<file path="src/rtl/activation_control_pkg.sv">
// -----------------------------------------------------------------------------
// activation_control_pkg
// Shared types for the activation sequencer: activation function encoding,
// controller state encoding, the decoded instruction record and a helper
// that derives the accumulator-to-writeback pipeline depth.
// -----------------------------------------------------------------------------
package activation_control_pkg;

    // Activation function selector shared with the activation unit.
    typedef enum logic [3:0] {
        NO_ACTIVATION = 4'd0,
        RELU          = 4'd1,
        RELU6         = 4'd2,
        CRELU         = 4'd3,
        ELU           = 4'd4,
        SELU          = 4'd5,
        SOFTPLUS      = 4'd6,
        SOFTSIGN      = 4'd7,
        DROPOUT       = 4'd8,
        SIGMOID       = 4'd9,
        TANH          = 4'd10
    } ACTIVATION_BIT_TYPE;

    // Sequencer states.
    typedef enum logic [1:0] {
        IDLE  = 2'd0,
        ISSUE = 2'd1,
        DRAIN = 2'd2,
        DONE  = 2'd3
    } ACT_CTRL_STATE_TYPE;

    // Field widths of the decoded instruction record as produced by the decoder.
    localparam int ACT_INSTR_ACC_ADDR_WIDTH = 16;
    localparam int ACT_INSTR_BUF_ADDR_WIDTH = 24;
    localparam int ACT_INSTR_LEN_WIDTH      = 32;

    // One activation instruction as handed over by the instruction decoder.
    typedef struct packed {
        logic [ACT_INSTR_ACC_ADDR_WIDTH-1:0] acc_addr;
        logic [ACT_INSTR_BUF_ADDR_WIDTH-1:0] buf_addr;
        logic [ACT_INSTR_LEN_WIDTH-1:0]      length;
        ACTIVATION_BIT_TYPE                  act_func;
        logic                                signed_not_unsigned;
    } ACT_INSTR_TYPE;

    // Rows spend the accumulator read latency plus the activation latency in flight.
    function automatic int act_ctrl_pipe_depth(input int acc_read_latency, input int act_latency);
        return acc_read_latency + act_latency;
    endfunction

endpackage

</file>
<file path="src/rtl/activation_control_delay_line.sv">
// -----------------------------------------------------------------------------
// act_ctrl_delay_line
// Fixed-depth shift register carrying a valid bit and a payload per stage.
// Reset clears every stage so no stale valid can escape after reset.
// -----------------------------------------------------------------------------
module act_ctrl_delay_line #(
    parameter int DEPTH = 4,
    parameter int WIDTH = 24
) (
    input  logic             clk,
    input  logic             rst,
    input  logic             i_valid,
    input  logic [WIDTH-1:0] i_payload,
    output logic             o_valid,
    output logic [WIDTH-1:0] o_payload
);

    logic [DEPTH-1:0] r_valid;
    logic [WIDTH-1:0] r_payload [DEPTH];

    // Shift valid and payload one stage per cycle; stage 0 loads the inputs.
    always_ff @(posedge clk) begin
        if (rst) begin
            for (int i = 0; i < DEPTH; i++) begin
                r_valid[i]   <= 1'b0;
                r_payload[i] <= '0;
            end
        end else begin
            r_valid[0]   <= i_valid;
            r_payload[0] <= i_payload;
            for (int i = 1; i < DEPTH; i++) begin
                r_valid[i]   <= r_valid[i-1];
                r_payload[i] <= r_payload[i-1];
            end
        end
    end

    assign o_valid   = r_valid[DEPTH-1];
    assign o_payload = r_payload[DEPTH-1];

endmodule

</file>
<file path="src/rtl/activation_control.sv">
// -----------------------------------------------------------------------------
// activation_control
// Sequencer for the activation datapath. Accepts one instruction at a time,
// issues one accumulator read per row, carries each row's unified-buffer
// address through a delay line matching the read + activation latency and
// raises the matching buffer write when the row leaves the pipeline.
//
// Optional build macro: ACTIVATION_CONTROL_PERF_EN adds perf_clear/perf_rows,
// a saturating count of unified-buffer write cycles.
// -----------------------------------------------------------------------------
module activation_control
    import activation_control_pkg::*;
#(
    parameter int ACC_ADDR_WIDTH   = 16,
    parameter int BUF_ADDR_WIDTH   = 24,
    parameter int LEN_WIDTH        = 32,
    parameter int ACC_READ_LATENCY = 1,
    parameter int ACT_LATENCY      = 3
) (
    input  logic                      clk,
    input  logic                      rst,
    input  logic                      instr_valid,
    output logic                      instr_ready,
    input  logic [ACC_ADDR_WIDTH-1:0] instr_acc_addr,
    input  logic [BUF_ADDR_WIDTH-1:0] instr_buf_addr,
    input  logic [LEN_WIDTH-1:0]      instr_length,
    input  ACTIVATION_BIT_TYPE        instr_act_func,
    input  logic                      instr_signed,
    output logic                      acc_rd_en,
    output logic [ACC_ADDR_WIDTH-1:0] acc_rd_addr,
    output ACTIVATION_BIT_TYPE        act_function,
    output logic                      act_signed,
    output logic                      buf_wr_en,
    output logic [BUF_ADDR_WIDTH-1:0] buf_wr_addr,
    output logic                      busy,
    output logic                      done
`ifdef ACTIVATION_CONTROL_PERF_EN
    ,
    input  logic                      perf_clear,
    output logic [31:0]               perf_rows
`endif
);

    localparam int PIPE_DEPTH      = act_ctrl_pipe_depth(ACC_READ_LATENCY, ACT_LATENCY);
    localparam int DRAIN_CNT_WIDTH = (PIPE_DEPTH > 1) ? $clog2(PIPE_DEPTH) : 1;
    localparam logic [DRAIN_CNT_WIDTH-1:0] DRAIN_LAST = DRAIN_CNT_WIDTH'(PIPE_DEPTH - 1);

    // Registered state and outputs.
    ACT_CTRL_STATE_TYPE          r_state;
    logic [LEN_WIDTH-1:0]        r_remaining;
    logic [DRAIN_CNT_WIDTH-1:0]  r_drain_cnt;
    logic                        r_acc_rd_en;
    logic [ACC_ADDR_WIDTH-1:0]   r_acc_rd_addr;
    logic [BUF_ADDR_WIDTH-1:0]   r_buf_addr;
    ACTIVATION_BIT_TYPE          r_act_function;
    logic                        r_act_signed;
    logic                        r_done;
    logic                        r_busy;
    logic                        r_instr_ready;

    // Next-state values.
    ACT_CTRL_STATE_TYPE          w_state_nxt;
    logic [LEN_WIDTH-1:0]        w_remaining_nxt;
    logic [DRAIN_CNT_WIDTH-1:0]  w_drain_cnt_nxt;
    logic                        w_acc_rd_en_nxt;
    logic [ACC_ADDR_WIDTH-1:0]   w_acc_rd_addr_nxt;
    logic [BUF_ADDR_WIDTH-1:0]   w_buf_addr_nxt;
    ACTIVATION_BIT_TYPE          w_act_function_nxt;
    logic                        w_act_signed_nxt;
    logic                        w_done_nxt;
    logic                        w_accept;

    // Delay-line output.
    logic                        w_wr_valid;
    logic [BUF_ADDR_WIDTH-1:0]   w_wr_addr;

    assign w_accept = instr_valid && r_instr_ready;

    // Next-state and next-output decode for the sequencer.
    always_comb begin
        w_state_nxt        = r_state;
        w_remaining_nxt    = r_remaining;
        w_drain_cnt_nxt    = r_drain_cnt;
        w_acc_rd_en_nxt    = 1'b0;
        w_acc_rd_addr_nxt  = r_acc_rd_addr;
        w_buf_addr_nxt     = r_buf_addr;
        w_act_function_nxt = r_act_function;
        w_act_signed_nxt   = r_act_signed;
        w_done_nxt         = 1'b0;
        case (r_state)
            IDLE: begin
                if (w_accept) begin
                    w_act_function_nxt = instr_act_func;
                    w_act_signed_nxt   = instr_signed;
                    w_remaining_nxt    = instr_length;
                    w_acc_rd_addr_nxt  = instr_acc_addr;
                    w_buf_addr_nxt     = instr_buf_addr;
                    if (instr_length == '0) begin
                        // Zero-length instruction completes without touching the datapath.
                        w_state_nxt = DONE;
                        w_done_nxt  = 1'b1;
                    end else begin
                        w_state_nxt     = ISSUE;
                        w_acc_rd_en_nxt = 1'b1;
                    end
                end else begin
                    w_state_nxt = IDLE;
                end
            end
            ISSUE: begin
                if (r_remaining == LEN_WIDTH'(1)) begin
                    w_state_nxt     = DRAIN;
                    w_drain_cnt_nxt = '0;
                end else begin
                    w_acc_rd_en_nxt   = 1'b1;
                    w_remaining_nxt   = r_remaining - LEN_WIDTH'(1);
                    w_acc_rd_addr_nxt = r_acc_rd_addr + ACC_ADDR_WIDTH'(1);
                    w_buf_addr_nxt    = r_buf_addr + BUF_ADDR_WIDTH'(1);
                end
            end
            DRAIN: begin
                // Wait until the last issued row has left the pipeline.
                if (r_drain_cnt == DRAIN_LAST) begin
                    w_state_nxt = DONE;
                    w_done_nxt  = 1'b1;
                end else begin
                    w_drain_cnt_nxt = r_drain_cnt + DRAIN_CNT_WIDTH'(1);
                end
            end
            DONE: begin
                w_state_nxt = IDLE;
            end
            default: begin
                w_state_nxt = IDLE;
            end
        endcase
    end

    // Sequencer state register and registered outputs.
    always_ff @(posedge clk) begin
        if (rst) begin
            r_state        <= IDLE;
            r_remaining    <= '0;
            r_drain_cnt    <= '0;
            r_acc_rd_en    <= 1'b0;
            r_acc_rd_addr  <= '0;
            r_buf_addr     <= '0;
            r_act_function <= NO_ACTIVATION;
            r_act_signed   <= 1'b0;
            r_done         <= 1'b0;
            r_busy         <= 1'b0;
            r_instr_ready  <= 1'b1;
        end else begin
            r_state        <= w_state_nxt;
            r_remaining    <= w_remaining_nxt;
            r_drain_cnt    <= w_drain_cnt_nxt;
            r_acc_rd_en    <= w_acc_rd_en_nxt;
            r_acc_rd_addr  <= w_acc_rd_addr_nxt;
            r_buf_addr     <= w_buf_addr_nxt;
            r_act_function <= w_act_function_nxt;
            r_act_signed   <= w_act_signed_nxt;
            r_done         <= w_done_nxt;
            r_busy         <= (w_state_nxt != IDLE);
            r_instr_ready  <= (w_state_nxt == IDLE);
        end
    end

    // Each read carries its destination row through the fixed pipeline latency.
    act_ctrl_delay_line #(
        .DEPTH (PIPE_DEPTH),
        .WIDTH (BUF_ADDR_WIDTH)
    ) u_delay_line (
        .clk       (clk),
        .rst       (rst),
        .i_valid   (r_acc_rd_en),
        .i_payload (r_buf_addr),
        .o_valid   (w_wr_valid),
        .o_payload (w_wr_addr)
    );

    assign instr_ready  = r_instr_ready;
    assign busy         = r_busy;
    assign done         = r_done;
    assign acc_rd_en    = r_acc_rd_en;
    assign acc_rd_addr  = r_acc_rd_addr;
    assign act_function = r_act_function;
    assign act_signed   = r_act_signed;
    assign buf_wr_en    = w_wr_valid;
    assign buf_wr_addr  = w_wr_addr;

`ifdef ACTIVATION_CONTROL_PERF_EN
    logic [31:0] r_perf_rows;

    // Saturating written-row counter; a clear wins over a same-cycle increment.
    always_ff @(posedge clk) begin
        if (rst) begin
            r_perf_rows <= 32'd0;
        end else if (perf_clear) begin
            r_perf_rows <= 32'd0;
        end else if (w_wr_valid && (r_perf_rows != 32'hFFFF_FFFF)) begin
            r_perf_rows <= r_perf_rows + 32'd1;
        end else begin
            r_perf_rows <= r_perf_rows;
        end
    end

    assign perf_rows = r_perf_rows;
`endif

endmodule

</file>
<file path="config.mk">
export PLATFORM = sky130hd
export DESIGN_NAME = activation_control
export DESIGN_NICKNAME = d
export VERILOG_FILES = /design/src/rtl/activation_control_pkg.sv /design/src/rtl/activation_control_delay_line.sv /design/src/rtl/activation_control.sv
export SDC_FILE = /design/constraint.sdc
export NUM_CORES = 1
export LEC_CHECK = 0
export CORE_AREA = 4 4 127 129
export CTS_BUF_LIST = sky130_fd_sc_hd__clkbuf_4 sky130_fd_sc_hd__clkbuf_8
export DETAILED_ROUTE_END_ITERATION = 7
export DIE_AREA = 0 0 131 133
export DONT_BUFFER_PORTS = 1
export MAX_ROUTING_LAYER = met4
export PLACE_DENSITY = 0.69
export RECOVER_POWER = 100
export SETUP_SLACK_MARGIN = 0.02
export SLEW_MARGIN = 20
export SYNTH_ARGS = -nofsm -noshare
export SYNTH_HDL_FRONTEND = slang
export SYNTH_HIERARCHICAL = 1
export SYNTH_SLANG_ARGS = --single-unit
</file>
<file path="constraint.sdc">
create_clock -name clk -period 2.7 [get_ports clk]
set_input_delay 0.54 -clock clk [delete_from_list [all_inputs] [get_ports clk]]
set_output_delay 0.54 -clock clk [all_outputs]
set_load 0.01 [all_outputs]
</file>
Word-level counts from Yosys, hierarchy flattened
Memory sizes are Yosys's and may differ from the RTL's.
Cells that the tools add are included.
{"block": "word_totals", "ff_bits": 89, "latch_bits": 0, "ram_bits": 96, "romBits": 0, "in_bits": 80, "word_cells": 72, "mem_count": 1}
{"memory": "u_delay_line.r_payload", "words": 4, "word_bits": 24, "read_ports": 4, "rd_ports_with_merged_regs": 0, "write_ports": 4, "line": "activation_control_delay_line.sv:19", "text": "logic [WIDTH-1:0] r_payload [DEPTH];"}
{"block": "op_classes", "n_addsub": 4, "n_mul": 0, "div_mod_pow": 0, "order_cmp": 0, "n_eq_ne": 9, "shifts": 0, "muxes": 32, "bitwise": 4, "reduce_logical": 10}
{"operator": "$mux 24", "count": 6}
{"operator": "$mux 32", "count": 2}
{"operator": "$pmux 32 s2", "count": 1}
{"operator": "$pmux 24 s2", "count": 1}
{"operator": "$eq 32x1->1 const B", "count": 1}
{"operator": "$logic_not 32->1", "count": 1}
{"operator": "$mux 16", "count": 2}
{"operator": "$pmux 16 s2", "count": 1}
{"operator": "$sub 32x1->32 const B", "count": 1}
{"operator": "$add 24x1->24 const B", "count": 1}
{"operator": "$add 16x1->16 const B", "count": 1}
{"operator": "$mux 2", "count": 6}
{"operator": "$mux 1", "count": 9}
{"operator": "$ne 2x2->1 const B", "count": 4}
{"operator": "$pmux 2 s4", "count": 1}
{"operator": "$eq 2x2->1 const B", "count": 3}
{"operator": "$reduce_and 3->1", "count": 2}
{"operator": "$reduce_bool 2->1", "count": 3}
{"operator": "$logic_not 2->1", "count": 2}
{"operator": "$or 1x1->1", "count": 4}
{"operator": "$pmux 1 s2", "count": 2}
{"operator": "$pmux 2 s2", "count": 1}
{"operator": "$add 2x1->2 const B", "count": 1}
{"operator": "$eq 2x1->1 const B", "count": 1}
{"operator": "other kinds (2)", "count": 2}

Depth between registers and ports, before layout
{"block": "depth", "depth_word": 5, "depth_mapped": 10}

Cells and area by module
Netlist, hierarchy kept.
{"mod": "activation_control", "n_inst": 1, "cells_each": 652, "area_each_um2": 4956.0}
{"mod": "act_ctrl_delay_line", "n_inst": 1, "cells_each": 211, "area_each_um2": 3209.3}

Least setup slack after synthesis
OpenSTA, ideal clock, no wires.
{"block": "synth_path", "path_kind": "reg2reg", "start": "register r_buf_addr[0]", "end": "register r_buf_addr[20]", "setup_time_ns": 0.128, "arrival_ns": 1.977, "t_required_ns": 2.572, "path_slack_ns": 0.595, "path_stages_with_launch": 9, "period_less_slack_ns": 2.105, "path_cell_list": "dfxtp_1 ha_1 nand3_1 or2_0 or3_1 buf_2 or3_1 a32oi_1 nor2_1"}
{"block": "synth_via", "elab_chain_cells": 3}
{"item": "start, declared", "line": "activation_control.sv:54", "text": "logic [BUF_ADDR_WIDTH-1:0] r_buf_addr;"}
{"item": "start signal, assigned", "line": "activation_control.sv:159", "text": "r_buf_addr <= w_buf_addr_nxt;"}
{"item": "$add 24x1->24", "line": "activation_control.sv:118", "text": "w_buf_addr_nxt = r_buf_addr + BUF_ADDR_WIDTH'(1);"}
{"item": "$mux 24", "line": "activation_control.sv:111", "text": "if (r_remaining == LEN_WIDTH'(1)) begin"}
{"item": "$pmux 24 s2", "line": "activation_control.sv:90", "text": "case (r_state)"}
No other way between the ends. The select of a mux whose other input is x is not followed.
A chain may end at the register's enable or synchronous reset.

Final worst setup path
{"block": "layout_path", "start": "register r_state[1]", "end": "register r_buf_addr[4]"}
{"block": "layout_via", "elab_chain_cells": 3, "word_cells_on_any_way": 7, "cone_classes": "3 x eq/ne; 1 x mux; 3 x reduce/logical"}
{"item": "start, declared", "line": "activation_control.sv:49", "text": "ACT_CTRL_STATE_TYPE r_state;"}
{"item": "start signal, assigned", "line": "activation_control.sv:154", "text": "r_state <= w_state_nxt;"}
{"item": "$eq 2x1->1 or $logic_not 2->1 (tied branches)", "line": "activation_control.sv:90"}
{"item": "$ne 2x2->1 (no line) or $reduce_bool 2->1 (tied branches)"}
{"item": "$reduce_and 3->1 (no line)"}
Parallel ways exist; a longest one is shown, timed or not.

==> results_dict.tcl <==
set metrics [dict create \
    synthArstFlopShare_pct 0 \
    holdBufCountCts 0 \
    cts_resized 0 \
    vias 6420 \
    crit_chain "nor2_1, nand3_1, clkbuf_1, nor2_1, a2111oi_0" \
    swShare_pct 30.2 \
    p_int_mw 4.07 \
    whs_ns 0.136 \
    cts-buffers-inserted 17 \
    placed_area_um2 8200 \
    area_growth_syn_to_layout_pct 1.95 \
    syn_inst 863 \
    outcome "finished, final reports clean" \
    syn-num-nets 948 \
    p_per_area_nw_per_um2 700 \
    dp.cells 1017 \
    slew_violations 0 \
    fin_nets 934 \
    worst_setup_path_end_kind "register" \
    place_hpwl_mm 12.9 \
    fin_util_pct 55.4 \
    setup_slack_ns 0.161 \
    die_height_um 133 \
    grt_setup_unrepaired "false" \
    synthTopCellsByArea "dfxtp_1 (45%), nor2b_4 (5.6%), nor2b_2 (5.5%)" \
    cts-htree-levels 4 \
    dp_slack_ns 0.242 \
    power_mw 5.83 \
    wl_mm 19.5 \
    yosysMostFrequentCell "dfxtp_1" \
    path_class "register to register" \
    synth_area_um2 8170 \
    drive_gt1_share_pct 15.2 \
    path_buf_inv 1 \
    grt_max_degree 180 \
    drt_iter0_drc 596 \
    clkSlewWorstSetupHoldPaths_ns 0.09 \
    slowest_delay_ns 0.68 \
    ys.warnings.count 6 \
    setup_viol_count_final 0 \
    finClkSkew_ns 0.0194 \
    start_util_pct 54.3 \
    clk_latency_ns 0.47 \
    start_kind "register" \
    hold_viol 0 \
    stdcell_count 1050 \
    fmax_mhz 394 \
    vdd_drop_max_uv 309 \
    crit_top_cell "nor2_1" \
    synthFlopType "dfxtp_1" \
    final_area_um2 8320 \
    die_w_um 131 \
    drv_cap 0 \
    tightest_slew_ns 1.15 \
    yosys.area.top_type "dfxtp_1" \
    ys_top_cells_by_count "dfxtp_1 (185), nand2_1 (85), nor2_1 (68)" \
    core_um2 15000 \
    post_drt_wl_per_cell_um 18.6 \
    via_per_inst 6.11 \
    die_area_um2 17400 \
    ys_types 72 \
    cts_buffer_depth 2 \
    io_buffers 0 \
    ios 130 \
    cts-root-buf "clkbuf_8" \
    critPathTopFamily "simple AND/OR/NAND/NOR gates" \
    pwr-share-seq_pct 53.2 \
    antenna_found_initial 0 \
    synth_seq_area_share_pct 45.4 \
    p_leak_nw 2.90 \
    grt_pass1_vias 6085 \
    dr.pass1.iters 5 \
    synth-edff-count 0 \
    clock_sinks 185 \
    rows 45 \
    p_clk_share_pct 31.6 \
    cts_tree "built" \
    min_path_type "input pin to register" \
    slew_headroom_pct 23.2 \
    ant_nets 0 \
    grt_remaining_overflow 0 \
    p_sw_mw 1.76 \
    drc 0 \
    syn_avg_cell_area_um2 9.46 \
    grt_pass1_wl_mm 30.8 \
    slowest_stage "clkbuf_1" \
    share_comb_of_total_power_pct 15.2 \
    n_antenna_cell 0 \
    critical_path_arrival_ns 2.86 \
    fin_setup_tns_ns 0 \
    gp_congestion 0.901 \
    grt.total_usage_pct 22.9 \
    cp_max_fo 17 \
    period_share_pct 94.1 \
    required_ns 3.02 \
    synth_seq_cells 185 \
    synth_top_cell_area_share_pct 45.4 \
    fin_crit_ns 2.54 \
]
-- final timing paths --
| path | start | endpoint | slack, ns | cells past startpoint |
|---|---|---|---|---|
| setup / recovery | r_state[1]$_SDFF_PP0_ | r_buf_addr[4]$_SDFFE_PP0P_ | 0.16 | 5 |
| setup reg to reg | r_state[1]$_SDFF_PP0_ | r_buf_addr[4]$_SDFFE_PP0P_ | 0.16 | 5 |
| hold / removal | rst | u_delay_line/r_payload[3][12]$_SDFF_PP0_ | 0.14 | 1 |
| hold reg to reg | u_delay_line/r_payload[2][5]$_SDFF_PP0_ | u_delay_line/r_payload[3][5]$_SDFF_PP0_ | 0.44 | 1 |
-- cell families (layout without fill, tap and decap cells) --
group                      Yosys count  count (layout)  share of synthesized area [%]
AOI/OAI and AO/OA                  183             183                           14.8
xor gates and xnor gates            11              11                           1.18
adders and majority gates            5               5                          0.766
buffers and inverters               67              66                           5.61
DFF                                185             185                           45.4
muxes                                4               4                          0.552
and+or+nand+nor                    408             408                           31.8
-- sequential cells by signal, indices dropped and copies added (netlist names) --
| register | cells |
|---|---|
| instr_ready | 1 |
| busy | 1 |
| r_remaining | 32 |
| u_delay_line/r_valid | 4 |
| r_buf_addr | 24 |
| u_delay_line/r_payload | 96 |
| r_state | 2 |
| act_function | 4 |
| r_drain_cnt | 2 |
| acc_rd_addr | 16 |
| act_signed | 1 |
| done | 1 |
| acc_rd_en | 1 |
-- cell type report --
class	count	area, um^2
sequential	185	3700
tap	188	235
multi-input combinational	611	3750
fill	1384	6710
timing repair buffer	25	200
clock buffer	19	262
inverter	9	33.8
clock inverter	13	136
-- metal layers --
layer | part of all wire (%) | vias to the layer above | GRT usage, %
met5 | 0 | - | -
met4 | 2.9 | 0 | 9.71
met3 | 8.2 | 53 | 5.89
met2 | 47 | 347 | 34.5
met1 | 42 | 2987 | 29.0
li1 | - | 3033 | -
-- worst reg2reg max path: cells and delay by family (launching register included) --
| kind | cells | cell delay [ns] |
|---|---|---|
| flip-flops | 1 | 0.55 |
| buffers and inverters | 1 | 0.68 |
| AO/OA/AOI/OAI | 1 | 0.43 |
| AND/OR/NAND/NOR | 3 | 0.75 |
-- repair_timing --
action / in CTS / in global routing
hold endpoints to repair: 0 / 0
setup buffers: 0 / 1
endpoints found under the setup margin: 0 / 3
-- placed cells by master, fill, tap and decap left out, drive strengths merged, types with 5 or more instances in the layout --
cell type  synthesis  final
or2                5      5
nor2b            103    103
a211oi            21     21
nor2              70     70
a311oi             7      7
nand4             18     18
clkbuf            30     26
nor3              27     27
o21ai             32     32
o31ai              5      5
clkinv             0      5
inv                9     14
a32oi              9      9
ha                 5      5
xnor2              9      9
nand3             28     28
nand3b             6      6
a31oi             15     15
a21oi             62     62
buf               28     18
dfxtp            185    185
nand2             86     86
or3                8      8
nor4              27     27
nand4b             8      8
and3               6      6
-- power by group through the flow --
| stage | combinational, mW | clock (mW) | sequential (mW) |
|---|---|---|---|
| after detailed placement | 0.899 | 0 | 3.16 |
| after global placement | 0.880 | 0 | 3.15 |
| after CTS | 0.904 | 1.89 | 3.10 |
| final | 0.887 | 1.84 | 3.10 |
| after floorplan | 0.764 | 0 | 3.11 |
| after global routing | 0.976 | 2.00 | 3.13 |
Power figures use the tool's default switching activity.
